===== src/rtl/nist_bit_sampler.sv =====
// Front end of the NIST randomness core: synchronises external bit/strobe/start
// pins and frames exactly 2^SEQ_LEN_LOG2 sampled bits as single-cycle pulses.
module nist_bit_sampler #(
    parameter int unsigned SEQ_LEN_LOG2 = 7,
    parameter int unsigned SYNC_STAGES  = 2
) (
    input  logic                  clk,
    input  logic                  rst_n,
    input  logic                  ena,
    input  logic                  bit_in,
    input  logic                  strobe_in,
    input  logic                  start_in,
    output logic                  bit_out,
    output logic                  bit_valid,
    output logic                  seq_first,
    output logic                  seq_last,
    output logic [SEQ_LEN_LOG2:0] seq_count,
    output logic                  busy,
    output logic                  seq_done,
    output logic                  stray
);

    localparam int unsigned      CNT_W    = SEQ_LEN_LOG2 + 1;
    localparam int unsigned      SYNC_MSB = SYNC_STAGES - 1;
    localparam logic [CNT_W-1:0] SEQ_N    = CNT_W'(1) << SEQ_LEN_LOG2;
    localparam logic [CNT_W-1:0] SEQ_LAST = SEQ_N - CNT_W'(1);

    typedef enum logic [1:0] {
        ST_IDLE = 2'd0,
        ST_RUN  = 2'd1,
        ST_DONE = 2'd2
    } state_t;

    logic [SYNC_STAGES-1:0] r_bit_sync;
    logic [SYNC_STAGES-1:0] r_strb_sync;
    logic [SYNC_STAGES-1:0] r_start_sync;
    logic                   r_strb_prev;
    logic                   r_start_prev;

    state_t                 r_state;
    state_t                 w_next_state;
    logic                   r_bit_out;
    logic                   r_bit_valid;
    logic                   r_seq_first;
    logic                   r_seq_last;
    logic [CNT_W-1:0]       r_count;
    logic                   r_busy;
    logic                   r_seq_done;
    logic                   r_stray;

    logic                   w_strb_edge;
    logic                   w_start_edge;
    logic                   w_bit;
    logic                   w_bit_out;
    logic                   w_bit_valid;
    logic                   w_seq_first;
    logic                   w_seq_last;
    logic [CNT_W-1:0]       w_count;
    logic                   w_stray;

    // Input synchronisers plus one history flop per edge-detected signal
    always_ff @(posedge clk or negedge rst_n) begin
        if (!rst_n) begin
            r_bit_sync   <= '0;
            r_strb_sync  <= '0;
            r_start_sync <= '0;
            r_strb_prev  <= 1'b0;
            r_start_prev <= 1'b0;
        end else begin
            r_bit_sync   <= {r_bit_sync[SYNC_STAGES-2:0], bit_in};
            r_strb_sync  <= {r_strb_sync[SYNC_STAGES-2:0], strobe_in};
            r_start_sync <= {r_start_sync[SYNC_STAGES-2:0], start_in};
            r_strb_prev  <= r_strb_sync[SYNC_MSB];
            r_start_prev <= r_start_sync[SYNC_MSB];
        end
    end

    assign w_strb_edge  = ena & r_strb_sync[SYNC_MSB] & ~r_strb_prev;
    assign w_start_edge = ena & r_start_sync[SYNC_MSB] & ~r_start_prev;
    assign w_bit        = r_bit_sync[SYNC_MSB];

    // State and registered outputs
    always_ff @(posedge clk or negedge rst_n) begin
        if (!rst_n) begin
            r_state     <= ST_IDLE;
            r_bit_out   <= 1'b0;
            r_bit_valid <= 1'b0;
            r_seq_first <= 1'b0;
            r_seq_last  <= 1'b0;
            r_count     <= '0;
            r_busy      <= 1'b0;
            r_seq_done  <= 1'b0;
            r_stray     <= 1'b0;
        end else begin
            r_state     <= w_next_state;
            r_bit_out   <= w_bit_out;
            r_bit_valid <= w_bit_valid;
            r_seq_first <= w_seq_first;
            r_seq_last  <= w_seq_last;
            r_count     <= w_count;
            r_busy      <= (w_next_state == ST_RUN);
            r_seq_done  <= (w_next_state == ST_DONE);
            r_stray     <= w_stray;
        end
    end

    // Next state; a start edge always wins over a coincident strobe edge
    always_comb begin
        w_next_state = r_state;
        case (r_state)
            ST_IDLE: if (w_start_edge) w_next_state = ST_RUN;
            ST_RUN: begin
                if (w_start_edge)
                    w_next_state = ST_RUN;
                else if (w_strb_edge && (r_count == SEQ_LAST))
                    w_next_state = ST_DONE;
            end
            ST_DONE: if (w_start_edge) w_next_state = ST_RUN;
            default: w_next_state = ST_IDLE;
        endcase
    end

    // Next values of the pulse, count and stray outputs
    always_comb begin
        w_bit_out   = r_bit_out;
        w_bit_valid = 1'b0;
        w_seq_first = 1'b0;
        w_seq_last  = 1'b0;
        w_count     = r_count;
        w_stray     = r_stray;
        if (w_start_edge) begin
            w_count = '0;
            w_stray = 1'b0;
        end else if (w_strb_edge) begin
            if (r_state == ST_RUN) begin
                w_bit_out   = w_bit;
                w_bit_valid = 1'b1;
                w_seq_first = (r_count == '0);
                w_seq_last  = (r_count == SEQ_LAST);
                w_count     = r_count + CNT_W'(1);
            end else begin
                w_stray = 1'b1;
            end
        end
    end

    assign bit_out   = r_bit_out;
    assign bit_valid = r_bit_valid;
    assign seq_first = r_seq_first;
    assign seq_last  = r_seq_last;
    assign seq_count = r_count;
    assign busy      = r_busy;
    assign seq_done  = r_seq_done;
    assign stray     = r_stray;

endmodule


===== config.mk =====
export PLATFORM = sky130hd
export DESIGN_NAME = nist_bit_sampler
export DESIGN_NICKNAME = d
export VERILOG_FILES = /design/src/rtl/nist_bit_sampler.sv
export SDC_FILE = /design/constraint.sdc
export NUM_CORES = 1
export LEC_CHECK = 0
export CAP_MARGIN = 20
export CORE_UTILIZATION = 53
export CTS_CLUSTER_DIAMETER = 120
export CTS_CLUSTER_SIZE = 30
export DETAILED_ROUTE_END_ITERATION = 8
export PLACE_DENSITY = 0.81
export SETUP_SLACK_MARGIN = 0.3
export SLEW_MARGIN = 0
export SYNTH_ARGS = -nofsm -noshare
export SYNTH_HDL_FRONTEND = slang
export SYNTH_SLANG_ARGS = --single-unit

===== constraint.sdc =====
create_clock -name clk -period 3.65 [get_ports clk]
set_input_delay 0.5475 -clock clk [delete_from_list [all_inputs] [get_ports clk]]
set_output_delay 0.5475 -clock clk [all_outputs]
set_load 0.01 [all_outputs]

==> summary.md <==
| Metric | Value |
|---|---|
| Antenna fix cells | `0` |
| Nature of the critical path startpoint | `flop` |
| Synth Net Count | `98` |
| Tmin final | `1970 ps` |
| Synthesis-to-finish area growth | `25.12%` |
| Placer's final routability congestion estimate | `0.8268` |
| Min-delay src | `r_bit_sync[0]` |
| Top-level I/O count | `21` |
| Inst Count DP | `132` |
| Worst path cell trace | `clkdlybuf4s50_1` |
| Total of endpoints with negative setup slack in the final report | `0` |
| Total core area | `1783 sq um` |
| Worst hold-check slack | `around 360 ps` |
| Register-to-register path setup slack | `2100 ps` |
| Count of cells along the worst register-to-register path | `3` |
| Full die area | `2165 sq um` |
| Site row count | `15` |
| CTS H-tree depth | `1` |
| DRC violations left | `0` |
| Filler cell count | `130` |
| Setup Buffers After CTS | `0` |
| Cell chosen for the clock root | `sky130_fd_sc_hd__clkbuf_4` |
| Slowest stage delay, CP | `590 ps` |
| Cell with the largest stage delay on the worst path | `sky130_fd_sc_hd__clkdlybuf4s50_1` |
| Leakage component of the power | `just under 0.6 nW` |
| Setup crit end kind | `output pin` |
| Highest clock frequency the design can meet | `around 0.51 GHz` |
| Clock-pin slew on the worst setup and hold paths | `140 ps` |
| Average cell area after synthesis | `11.68 sq um` |
| Final global-route overflow total | `0` |
| Count of final max-slew check failures | `0` |
| Cell Count, Final, Fillers Out | `137` |
| Number of instances in the synthesized netlist | `90` |
| Result of the run | `completed` |
| Share of the yosys chip area belonging to registers | `59.52%` |
| FF-to-FF End | `seq_count[6]` |
| Worst-case vdd ir drop | `0.3672 mV` |
| Number of search-and-repair iterations in the first detailed-routing pass | `4` |
| Number of global-route vias before repair | `693` |
| Synthesized flop and latch total | `25` |
| Number of failing hold endpoints at the final stage | `0` |
| Count of routing violations after the opening detailed-route iteration | `25` |
| Total track usage | `between 10% and 20%` |
| Cell area after synthesis | `1051 sq um` |
| Cell type contributing the most total cell area after synthesis | `sky130_fd_sc_hd__dfrtp_1` |
| Count of maximum capacitance violations | `0` |
| Worst hold path cell count | `0` |
| Worst clock skew | `a little under 9 ps` |
| CP max FO | `9` |
| Unique cell type count in the Yosys netlist | `29` |
| Cell types with the largest area share after synthesis | `sky130_fd_sc_hd__dfrtp_1 60%, sky130_fd_sc_hd__a21oi_1 3.8%, sky130_fd_sc_hd__nand2b_1 3.6%` |
| CTS Buffer Depth | `2` |
| Headroom to the max-slew limit | `between 60% and 70%` |
| Quantity of hold-fixing buffers added after cts | `0` |
| Data arrival at the endpoint of the critical path | `1420 ps` |
| RSZ-0062 raised after global routing | `no` |
| Clock Latency Late Sink | `310 ps` |
| Source of the worst register-to-register timing path | `r_strb_prev` |
| Initial antenna violation count | `0` |
| Setup CP Type | `flop to output pin` |
| Port Buf Inserts | `20` |
| Total vias in the final route | `approximately 800` |
| Area share of the leading cell type in the synthesized netlist | `59.52%` |
| Global-route wire length before repair | `between 3000 and 4000 um` |
| Synthesis warning total | `0` |
| Area of placed instances | `1270 sq um` |
| Share of layout cells above drive strength 1 | `7.143%` |
| Area of all placed cells without fillers | `1315 sq um` |
| CTS tree | `done` |
| Die span in x | `46.53 um` |
| Starting density of the core | `58.95%` |
| Total negative slack | `0 ps` |
| Number of buffer and inverter stages on the critical path | `1` |
| Transition time at the pin with the least slew margin | `~510 ps` |
| Share of flip-flops with an asynchronous set or reset after synthesis | `100.0%` |
| Post-route clock period utilization | `53.96%` |
| Via-to-Cell Ratio | `5.708` |
| Total number of cells along the worst setup path | `1` |
| Number of sinks on the clock net | `25` |
| Num CTS Buffers | `3` |
| Cells resized by post-CTS repair | `0` |
| Post-route ant nets | `0` |
| Synth Flop Type | `sky130_fd_sc_hd__dfrtp_1` |
| Pwr dens | `about 380 nW/um^2` |
| Worst hold path endpoint | `r_bit_sync[1]` |
| Estimated wirelength of the detail-placed design | `about 1300 um` |
| Number of nets at the end of the flow | `121` |
| Cell family with the largest share of critical-path delay | `buffers and inverters` |
| Pin count of the biggest net entering global routing | `26` |
| Die height | `46.53 um` |
| Type of the worst min-delay path | `flop to flop` |
| Worst setup slack after placement | `~1500 ps` |
| Count of flip-flops with a built-in enable after synthesis | `0` |
| Total wire length after detailed routing | `1898 um` |
| Routed length per placed instance | `13.85 um` |
| Least setup slack across all paths after layout | `1680 ps` |
| Crit path required time | `3100 ps` |
-- synthesized netlist by cell type (2+ instances only) --
master                      n
sky130_fd_sc_hd__o21ai_0    3
sky130_fd_sc_hd__clkbuf_1   2
sky130_fd_sc_hd__nand3_1    5
sky130_fd_sc_hd__nand4_1    2
sky130_fd_sc_hd__ha_1       2
sky130_fd_sc_hd__nand3b_1   3
sky130_fd_sc_hd__dfrtp_1   25
sky130_fd_sc_hd__mux2i_1    3
sky130_fd_sc_hd__and3b_1    2
sky130_fd_sc_hd__nor4_1     3
sky130_fd_sc_hd__a22oi_1    2
sky130_fd_sc_hd__inv_1      3
sky130_fd_sc_hd__nand2_1    5
sky130_fd_sc_hd__or4_1      2
sky130_fd_sc_hd__o31ai_1    2
sky130_fd_sc_hd__a21oi_1    8
sky130_fd_sc_hd__nand2b_1   6
-- sequential cells by signal, indices dropped and copies added (netlist names), 2 cells and up --
name / count
seq_count: 8
r_strb_sync: 2
r_bit_sync: 2
r_start_sync: 2
r_state: 2
-- power breakdown --
group          switching, W  internal [W]
Sequential        0.0000115      0.000291
Combinational     0.0000334     0.0000375
Clock             0.0000801     0.0000418
-- cell type report --
cell class / count / area (sq um) / area share, %
tap: 25 / 31.28 / 2.379
inverter: 3 / 11.26 / 0.8563
clock inverter: 1 / 7.507 / 0.5709
timing repair buffer: 21 / 215.2 / 16.37
clock buffer: 3 / 22.52 / 1.713
multi-input combinational: 59 / 401.6 / 30.54
sequential: 25 / 625.6 / 47.57
-- per-layer routing --
metal  vias up  share of wire, %  GRT usage (%)
li1        373                 -              -
met1       376                50          28.24
met2        29                43          29.44
met3         4               5.2          3.529
met4         0               1.7          9.412
met5         -                 0              0
-- through the flow --
step | util [%] | power (W)
after floorplan | - | 0.0003388
after global placement | 71.23 | 0.0003759
after detailed placement | 71.23 | 0.0003781
after CTS | 72.91 | 0.0005003
after global routing | 73.75 | 0.0005201
final | 73.75 | 0.0004955
-- layout by cell type, fill, tap and decap left out, drive strengths merged, types with 2 or more instances in the layout --
cell type and count:
a22oi 2, clkbuf 3, clkdlybuf4s50 20, nand3b 3
inv 3, nand2b 6, nand4 3, and3b 2
dfrtp 25, nand2 5, or4 2, a21oi 8
nor4 3, nand3 5, o21ai 3, o31ai 2
mux2i 3, ha 2
-- how the worst max path moves through the flow --
stage | startpoint | endpoint | slack (ps)
final | seq_count[2] | seq_count[2] | 1680
after global routing | seq_count[2] | seq_count[2] | 1630
after CTS | seq_count[2] | seq_count[2] | 1680
after detailed placement | ena | seq_count[6] | 1490
after global placement | ena | bit_out | 1550
after floorplan | ena | bit_out | 2160
-- logic make-up (layout without fill, tap and decap cells) --
kind of cell	count (synthesis)	after routing	synth area share (%)
fa+ha+maj	2	2	2.381
flops	25	25	59.52
mux	4	4	3.929
compound gates	16	16	8.928
simple gates	37	37	22.98
buf+inv	6	28	2.262
No activity file was read; power rests on OpenSTA's default activity.
